===== config.mk =====
export PLATFORM = sky130hd
export DESIGN_NAME = mem_io_ctrl_flat
export DESIGN_NICKNAME = d
export VERILOG_FILES = /design/src/rtl/mem_io_pkg.sv /design/src/rtl/mem_io_ctrl_if.sv /design/src/rtl/mem_io_regs.sv /design/src/rtl/mem_io_ctrl.sv /design/src/flat_wrapper.sv
export SDC_FILE = /design/constraint.sdc
export NUM_CORES = 1
export LEC_CHECK = 0
export ABC_CLOCK_PERIOD_IN_PS = 4690
export CORE_UTILIZATION = 45
export CTS_CLUSTER_DIAMETER = 50
export DETAILED_ROUTE_END_ITERATION = 6
export PLACE_DENSITY_LB_ADDON = 0.12
export REMOVE_ABC_BUFFERS = 1
export SKIP_CTS_REPAIR_TIMING = 1
export SYNTH_ARGS = -nofsm -noshare
export SYNTH_HDL_FRONTEND = slang
export SYNTH_SLANG_ARGS = --single-unit

===== constraint.sdc =====
create_clock -name Clk -period 4.69 [get_ports Clk]
set_input_delay 0.469 -clock Clk [delete_from_list [all_inputs] [get_ports Clk]]
set_output_delay 0.469 -clock Clk [all_outputs]
set_load 0.01 [all_outputs]

===== src/rtl/mem_io_pkg.sv =====
// Shared state encoding and parameter defaults for the
// memory / I/O controller.
package mem_io_pkg;

    typedef enum logic [1:0] {
        IDLE,
        SETUP,
        ACCESS,
        DONE
    } state_e;

    localparam int DATA_W_DEF = 16;
    localparam int ADDR_W_DEF = 20;
    localparam int N_HEX_DEF  = 4;
    localparam int WAIT_DEF   = 2;
    localparam int CNT_W      = 4;

    localparam logic [31:0] IO_ADDR_DEF = 32'hFFFF;

endpackage


===== src/rtl/mem_io_ctrl_if.sv =====
// CPU, board and SRAM bus bundle of the memory / I/O controller.
// master = CPU/board/SRAM side, slave = controller side.
interface mem_io_ctrl_if #(
    parameter int DATA_W = mem_io_pkg::DATA_W_DEF,
    parameter int ADDR_W = mem_io_pkg::ADDR_W_DEF,
    parameter int N_HEX  = mem_io_pkg::N_HEX_DEF
) ();

    logic                Req;
    logic                WrEn;
    logic [ADDR_W-1:0]   Addr;
    logic [DATA_W-1:0]   Data_from_CPU;
    logic [DATA_W-1:0]   Data_to_CPU;
    logic                Ready;
    logic                Busy;

    logic [DATA_W-1:0]   Switches;
    logic [4*N_HEX-1:0]  Hex_out;

    logic                Mem_CE;
    logic                Mem_UB;
    logic                Mem_LB;
    logic                Mem_OE;
    logic                Mem_WE;
    logic [ADDR_W-1:0]   Mem_ADDR;
    logic [DATA_W-1:0]   Data_to_SRAM;
    logic [DATA_W-1:0]   Data_from_SRAM;
    logic                Mem_Drive;

    modport master (
        output Req,
        output WrEn,
        output Addr,
        output Data_from_CPU,
        output Switches,
        output Data_from_SRAM,
        input  Data_to_CPU,
        input  Ready,
        input  Busy,
        input  Hex_out,
        input  Mem_CE,
        input  Mem_UB,
        input  Mem_LB,
        input  Mem_OE,
        input  Mem_WE,
        input  Mem_ADDR,
        input  Data_to_SRAM,
        input  Mem_Drive
    );

    modport slave (
        input  Req,
        input  WrEn,
        input  Addr,
        input  Data_from_CPU,
        input  Switches,
        input  Data_from_SRAM,
        output Data_to_CPU,
        output Ready,
        output Busy,
        output Hex_out,
        output Mem_CE,
        output Mem_UB,
        output Mem_LB,
        output Mem_OE,
        output Mem_WE,
        output Mem_ADDR,
        output Data_to_SRAM,
        output Mem_Drive
    );

endinterface


===== src/rtl/mem_io_regs.sv =====
// Hex display register and the read-data register fed from
// either the board switches or the SRAM data bus.
module mem_io_regs
    import mem_io_pkg::*;
#(
    parameter int DATA_W = DATA_W_DEF,
    parameter int N_HEX  = N_HEX_DEF
) (
    input  logic               Clk,
    input  logic               Reset,
    input  logic               io_rd_i,
    input  logic               sram_rd_i,
    input  logic               hex_wr_i,
    input  logic [DATA_W-1:0]  cpu_wdata_i,
    input  logic [DATA_W-1:0]  switches_i,
    input  logic [DATA_W-1:0]  sram_rdata_i,
    output logic [DATA_W-1:0]  rdata_o,
    output logic [4*N_HEX-1:0] hex_o
);

    localparam int HEX_W = 4 * N_HEX;

    logic [DATA_W-1:0] rdata_q, rdata_d;
    logic [HEX_W-1:0]  hex_q, hex_d;

    // The cast truncates or zero-extends to the display width.
    always_comb begin
        hex_d = hex_q;
        if (hex_wr_i) begin
            hex_d = HEX_W'(cpu_wdata_i);
        end
    end

    always_comb begin
        rdata_d = rdata_q;
        unique case (1'b1)
            io_rd_i:   rdata_d = switches_i;
            sram_rd_i: rdata_d = sram_rdata_i;
            default:   ;
        endcase
    end

    always_ff @(posedge Clk or negedge Reset) begin
        if (!Reset) begin
            rdata_q <= '0;
            hex_q   <= '0;
        end else begin
            rdata_q <= rdata_d;
            hex_q   <= hex_d;
        end
    end

    assign rdata_o = rdata_q;
    assign hex_o   = hex_q;

endmodule


===== src/rtl/mem_io_ctrl.sv =====
// Memory / I/O controller: CPU request FSM in front of an async
// SRAM, with one I/O-mapped address for switches and hex display.
module mem_io_ctrl
    import mem_io_pkg::*;
#(
    parameter int          DATA_W      = DATA_W_DEF,
    parameter int          ADDR_W      = ADDR_W_DEF,
    parameter int          WAIT_STATES = WAIT_DEF,
    parameter int          N_HEX       = N_HEX_DEF,
    parameter logic [31:0] IO_ADDR     = IO_ADDR_DEF
) (
    input logic          Clk,
    input logic          Reset,
    mem_io_ctrl_if.slave bus
);

    localparam logic [ADDR_W-1:0] IoAddr   = ADDR_W'(IO_ADDR);
    localparam logic [CNT_W-1:0]  CntLoad  = CNT_W'(WAIT_STATES);
    localparam bit                WeOneCyc = (WAIT_STATES == 0);

    state_e            state_q, state_d;
    logic [CNT_W-1:0]  cnt_q, cnt_d;
    logic              wr_q, wr_d;
    logic [ADDR_W-1:0] addr_q, addr_d;
    logic [DATA_W-1:0] wdata_q, wdata_d;

    logic is_io;
    logic accept;
    logic in_setup;
    logic in_access;
    logic last_access;
    logic sram_phase;
    logic io_rd;
    logic hex_wr;
    logic sram_rd;
    logic we_active;

    assign is_io       = (bus.Addr == IoAddr);
    assign accept      = (state_q == IDLE) && bus.Req;
    assign in_setup    = (state_q == SETUP);
    assign in_access   = (state_q == ACCESS);
    assign last_access = in_access && (cnt_q == '0);
    assign sram_phase  = in_setup || in_access;

    assign io_rd   = accept && is_io && !bus.WrEn;
    assign hex_wr  = accept && is_io && bus.WrEn;
    assign sram_rd = last_access && !wr_q;

    always_comb begin
        state_d = state_q;
        cnt_d   = cnt_q;
        wr_d    = wr_q;
        addr_d  = addr_q;
        wdata_d = wdata_q;
        unique case (state_q)
            IDLE: begin
                if (accept) begin
                    wr_d    = bus.WrEn;
                    addr_d  = bus.Addr;
                    wdata_d = bus.Data_from_CPU;
                    state_d = is_io ? DONE : SETUP;
                end
            end
            SETUP: begin
                cnt_d   = CntLoad;
                state_d = ACCESS;
            end
            ACCESS: begin
                if (cnt_q == '0) begin
                    state_d = DONE;
                end else begin
                    cnt_d = cnt_q - 1'b1;
                end
            end
            DONE: begin
                state_d = IDLE;
            end
            default: begin
                state_d = IDLE;
            end
        endcase
    end

    always_ff @(posedge Clk or negedge Reset) begin
        if (!Reset) begin
            state_q <= IDLE;
            cnt_q   <= '0;
            wr_q    <= 1'b0;
            addr_q  <= '0;
            wdata_q <= '0;
        end else begin
            state_q <= state_d;
            cnt_q   <= cnt_d;
            wr_q    <= wr_d;
            addr_q  <= addr_d;
            wdata_q <= wdata_d;
        end
    end

    // The final ACCESS cycle holds data with WE released, unless
    // there is only one ACCESS cycle to strobe in.
    assign we_active = in_access && wr_q
                     && ((cnt_q != '0) || WeOneCyc);

    assign bus.Busy         = (state_q != IDLE);
    assign bus.Ready        = (state_q == DONE);
    assign bus.Mem_CE       = !sram_phase;
    assign bus.Mem_UB       = !sram_phase;
    assign bus.Mem_LB       = !sram_phase;
    assign bus.Mem_OE       = !(in_access && !wr_q);
    assign bus.Mem_WE       = !we_active;
    assign bus.Mem_Drive    = sram_phase && wr_q;
    assign bus.Mem_ADDR     = addr_q;
    assign bus.Data_to_SRAM = wdata_q;

    mem_io_regs #(
        .DATA_W (DATA_W),
        .N_HEX  (N_HEX)
    ) u_regs (
        .Clk          (Clk),
        .Reset        (Reset),
        .io_rd_i      (io_rd),
        .sram_rd_i    (sram_rd),
        .hex_wr_i     (hex_wr),
        .cpu_wdata_i  (bus.Data_from_CPU),
        .switches_i   (bus.Switches),
        .sram_rdata_i (bus.Data_from_SRAM),
        .rdata_o      (bus.Data_to_CPU),
        .hex_o        (bus.Hex_out)
    );

endmodule


===== src/flat_wrapper.sv =====
// flat-port wrapper written by rule: the top's interface ports become plain ports
module mem_io_ctrl_flat import mem_io_pkg::*;
#(
    parameter int          DATA_W      = DATA_W_DEF,
    parameter int          ADDR_W      = ADDR_W_DEF,
    parameter int          WAIT_STATES = WAIT_DEF,
    parameter int          N_HEX       = N_HEX_DEF,
    parameter logic [31:0] IO_ADDR     = IO_ADDR_DEF
)
  (Clk, Reset, bus_Req, bus_WrEn, bus_Addr, bus_Data_from_CPU, bus_Switches, bus_Data_from_SRAM, bus_Data_to_CPU, bus_Ready, bus_Busy, bus_Hex_out, bus_Mem_CE, bus_Mem_UB, bus_Mem_LB, bus_Mem_OE, bus_Mem_WE, bus_Mem_ADDR, bus_Data_to_SRAM, bus_Mem_Drive);
  mem_io_ctrl_if #(.DATA_W(DATA_W), .ADDR_W(ADDR_W), .N_HEX(N_HEX)) bus_i ();
  input logic Clk;
  input logic Reset;
  input wire logic [$bits(bus_i.Req)-1:0] bus_Req;
  input wire logic [$bits(bus_i.WrEn)-1:0] bus_WrEn;
  input wire logic [$bits(bus_i.Addr)-1:0] bus_Addr;
  input wire logic [$bits(bus_i.Data_from_CPU)-1:0] bus_Data_from_CPU;
  input wire logic [$bits(bus_i.Switches)-1:0] bus_Switches;
  input wire logic [$bits(bus_i.Data_from_SRAM)-1:0] bus_Data_from_SRAM;
  output wire logic [$bits(bus_i.Data_to_CPU)-1:0] bus_Data_to_CPU;
  output wire logic [$bits(bus_i.Ready)-1:0] bus_Ready;
  output wire logic [$bits(bus_i.Busy)-1:0] bus_Busy;
  output wire logic [$bits(bus_i.Hex_out)-1:0] bus_Hex_out;
  output wire logic [$bits(bus_i.Mem_CE)-1:0] bus_Mem_CE;
  output wire logic [$bits(bus_i.Mem_UB)-1:0] bus_Mem_UB;
  output wire logic [$bits(bus_i.Mem_LB)-1:0] bus_Mem_LB;
  output wire logic [$bits(bus_i.Mem_OE)-1:0] bus_Mem_OE;
  output wire logic [$bits(bus_i.Mem_WE)-1:0] bus_Mem_WE;
  output wire logic [$bits(bus_i.Mem_ADDR)-1:0] bus_Mem_ADDR;
  output wire logic [$bits(bus_i.Data_to_SRAM)-1:0] bus_Data_to_SRAM;
  output wire logic [$bits(bus_i.Mem_Drive)-1:0] bus_Mem_Drive;
  assign bus_i.Req = bus_Req;
  assign bus_i.WrEn = bus_WrEn;
  assign bus_i.Addr = bus_Addr;
  assign bus_i.Data_from_CPU = bus_Data_from_CPU;
  assign bus_i.Switches = bus_Switches;
  assign bus_i.Data_from_SRAM = bus_Data_from_SRAM;
  assign bus_Data_to_CPU = bus_i.Data_to_CPU;
  assign bus_Ready = bus_i.Ready;
  assign bus_Busy = bus_i.Busy;
  assign bus_Hex_out = bus_i.Hex_out;
  assign bus_Mem_CE = bus_i.Mem_CE;
  assign bus_Mem_UB = bus_i.Mem_UB;
  assign bus_Mem_LB = bus_i.Mem_LB;
  assign bus_Mem_OE = bus_i.Mem_OE;
  assign bus_Mem_WE = bus_i.Mem_WE;
  assign bus_Mem_ADDR = bus_i.Mem_ADDR;
  assign bus_Data_to_SRAM = bus_i.Data_to_SRAM;
  assign bus_Mem_Drive = bus_i.Mem_Drive;
  mem_io_ctrl #(.DATA_W(DATA_W), .ADDR_W(ADDR_W), .WAIT_STATES(WAIT_STATES), .N_HEX(N_HEX), .IO_ADDR(IO_ADDR)) u_core (.Clk(Clk), .Reset(Reset), .bus(bus_i));
endmodule

==> summary.md <==
## Timing
- 0 ns — Setup Total Neg Slack
- 0.0101 ns — setup skew after layout
- 1.93 ns — fin worst setup slack
- 0 — final setup vio count
- 0 — number of max-slew violations in the final report
- no — unrepaired setup endpoints after global routing
- 0.588 — final clock period utilization by the worst path
- 1.17 ns — Worst Tran Pin Value
- 363 MHz — maximum clock rate
- 0.219 — Worst slew margin
- 2.76 ns — post-route minimum period
- 0 — final-report hold violation count

## Yosys
- 0.0192 — adder-cell share of the synthesized area
- 75 — Synth Register Bits
- 0.575 — fraction of the yosys area taken by sequential cells
- 258 — Cells after Synth
- 0.575 — proportion of netlist area held by the largest area contributor
- 0.0697 — compound-cell area share of the yosys netlist
- dfrtp_1 — post-synthesis cell type with the largest combined area
- 3270 um2 — area of the mapped netlist
- 0 — share of the synthesized netlist area taken by xor and xnor gates
- 12.7 um2 — Post-Syn Area per Cell
- 0 — Yosys Warn Count
- 0.106 — Synth Area in Simple Gates
- 27 — library cells used by synthesis
- multiplexers — dominant combinational cell family by area after synthesis
- dfrtp_1 (57%), mux2_2 (15%), mux2_4 (4.6%) — Synth area leaders
- 0.200 — share of cell area taken by muxes after synthesis

## Worst setup path
- 0.65 ns — Worst path max stage delay
- nor3_4 — Critical-path top delay cell
- primary input — startpoint kind of the worst setup timing path
- in2reg — classification of the worst setup path
- 2.22 ns — slack of the worst reg-to-reg path
- 2.98 ns — data arrival at the endpoint of the critical path
- 18 — CP Max Fanout
- 4.91 ns — WP data required
- flop — endpoint class of the critical path
- clkdlybuf4s50_1, or4_4, nor3_4, nand4_4, mux2_4 — crit-path cells
- 1 — number of buffer and inverter stages on the critical path
- simple AND/OR/NAND/NOR gates — cell class contributing the biggest share of worst-path delay

## Place
- 147 — port bufs
- 4800 um2 — Post-DP Area
- 0.791 — placer's final routability congestion estimate
- 1.56 ns — worst setup timing slack at the placement stage
- 5780 um — HPWL reported at the end of detailed placement

## Die
- 87.2 um — width of the chip
- 6910 um2 — placeable core area
- 7600 um2 — die area
- 148 — number of I/O pins
- 0.473 — Starting Density
- 87.2 um — Die Span Y
- 30 — Row Count

## Global routing
- 0 — number of antenna violations at the first check in global routing
- 76 — pin count of the biggest net entering global routing
- 13,100 um — first-pass GRT wire length
- 2,685 — number of global-route vias before repair
- 0 — GRT Residual Overflow
- 0.230 — GRT Resource Usage Total

## Final layout
- clkdlybuf4s50_1 (146), dfrtp_1 (75), mux2_2 (43) — most frequent cells in the layout
- 480 — nets
- 0.184 — proportion of layout cells with a drive suffix above 1
- 5040 um2 — post-route cell area
- 54.3% — area delta synth->final
- clkdlybuf4s50_1 — most frequent standard cell in the layout excluding fill and tap cells
- 525 — fill count
- 0 — number of antenna repair diodes

## Clocking
- yes — CTS tree
- 75 — clock sinks
- 9 — CTS Buf Count
- clkbuf_8 — root buf cell
- 3 — H-tree lvl count
- 0.08 ns — post-CTS clock slew at the launch and capture registers of the worst setup and hold paths
- 0.35 ns — clock latency on the worst-skew pair
- 2 — Longest Clk Path Bufs

## Job
- 0 — max cap viols

## Outcome
- complete, no violations — outcome

## Route
- 0 — DRC Markers
- 16.2 um — routed len/inst
- 5 — first-pass iteration count of the detailed router
- 2,587 — vias after detailed routing
- 108 — number of DRC markers in iteration 0
- 5.13 — routed vias/inst
- 0 — antenna-violating nets left
- 8170 um — Routed WL

## Power
- 0.882 mW — Net Sw Power
- 0.304 — proportion of total power due to net switching
- 576 nW/um2 — areal power density over the cells
- 0.353 — share of total power in sequential cells
- 2.02 mW — Internal Pwr Total
- 0.442 — combinational power share
- 346 uV — IR drop worst, VDD
- 0.204 — clock share of power
- 2.13 nW — Leakage Power

## Worst hold path
- in2async — type of the tightest min-delay check

cells in the mapped netlist:
cell type  count
mux2_2        43
buf_2          1
nand4_1       20
o32a_1         1
nand2_1        4
mux2i_1        2
or3_1          1
nor2_1        24
a31oi_1       18
ha_1           5
dfrtp_1       75
and2_1         2
mux2_4        10
buf_4          2
buf_6          1
nand4b_1       1
or4_1          1
nand2b_1       3
inv_1          7
nor3_1         1
clkbuf_1      11
or4_4          1
a21oi_1        1
nor3b_1        1
nand4_4        1
o21ai_0       20
nor3_4         1
cells by family (layout without fill, tap and decap cells):
group / count (synthesis) / after routing
mux: 55 / 55
flops: 75 / 75
fa+ha+maj: 5 / 5
compound gates: 40 / 40
buf+inv: 22 / 172
simple gates: 61 / 61
area by class of cell:
cell class / count / area, um2 / share of cell area
Inverter: 7 / 26.3 / 0.00522
Tap cell: 96 / 120 / 0.0238
Timing Repair Buffer: 149 / 1480 / 0.295
Clock inverter: 7 / 116 / 0.0231
Clock buffer: 9 / 124 / 0.0246
Multi-Input combinational cell: 161 / 1290 / 0.256
Sequential cell: 75 / 1880 / 0.373
power by group through the flow:
stage / clock (mW) / sequential, mW / combinational [mW]
after floorplan: 0 / 1.14 / 0.454
after CTS: 0.605 / 1.02 / 1.30
after detailed placement: 0 / 1.03 / 1.29
after global routing: 0.637 / 1.06 / 1.38
final: 0.592 / 1.02 / 1.28
after global placement: 0 / 1.02 / 1.27
metrics by stage:
stage	power, mW	utilization	hold slack, ns	cells
finish	2.90	0.729	0.269	504
detailed placement	2.32	0.695	0.492	488
global route	3.07	0.729	0.346	504
CTS	2.92	0.729	0.301	504
global placement	2.29	0.695	0.486	488
floorplan	1.59	-	0.173	243
per-layer routing:
| layer | routed length (um) | vias up | global-route usage | part of all wire |
|---|---|---|---|---|
| met1 | 3350 | 1245 | 0.289 | 0.41 |
| met5 | 0 | - | 0 | 0 |
| met2 | 3890 | 103 | 0.359 | 0.48 |
| li1 | - | 1226 | - | - |
| met4 | 191 | 0 | 0.0984 | 0.023 |
| met3 | 740 | 13 | 0.0834 | 0.091 |
worst reg2reg max path, cell delays in order, from the launching register on:
cell	delay (ns)
dfrtp_1	0.41
inv_1	0.11
ha_1	0.19
nand2_1	0.30
or4_1	0.85
o21ai_0	0.31
a31oi_1	0.12
path summary, 6_finish.rpt:
kind / startpoint / cells after the start / end
setup / recovery: bus_Addr[17] / 5 / u_core.u_regs.hex_o[12]
hold / removal: Reset / 1 / u_core.cnt_q[2]
setup reg to reg: u_core.state_q[0] / 6 / u_core.u_regs.rdata_o[2]
hold reg to reg: u_core.bus.Data_to_SRAM[8] / 1 / u_core.bus.Data_to_SRAM[8]
max in group asynchronous: Reset / 1 / u_core.bus.Data_to_SRAM[9]
min in group Clk: u_core.bus.Data_to_SRAM[8] / 1 / u_core.bus.Data_to_SRAM[8]
registers in the layout, summed over array words and instances (netlist names):
register / count
u_core.bus.Data_to_SRAM: 16
u_core.u_regs.rdata_o: 16
u_core.bus.Mem_ADDR: 20
u_core.cnt_q: 4
u_core.wr_q: 1
u_core.state_q: 2
u_core.u_regs.hex_o: 16
Power figures use the tool's default switching activity.
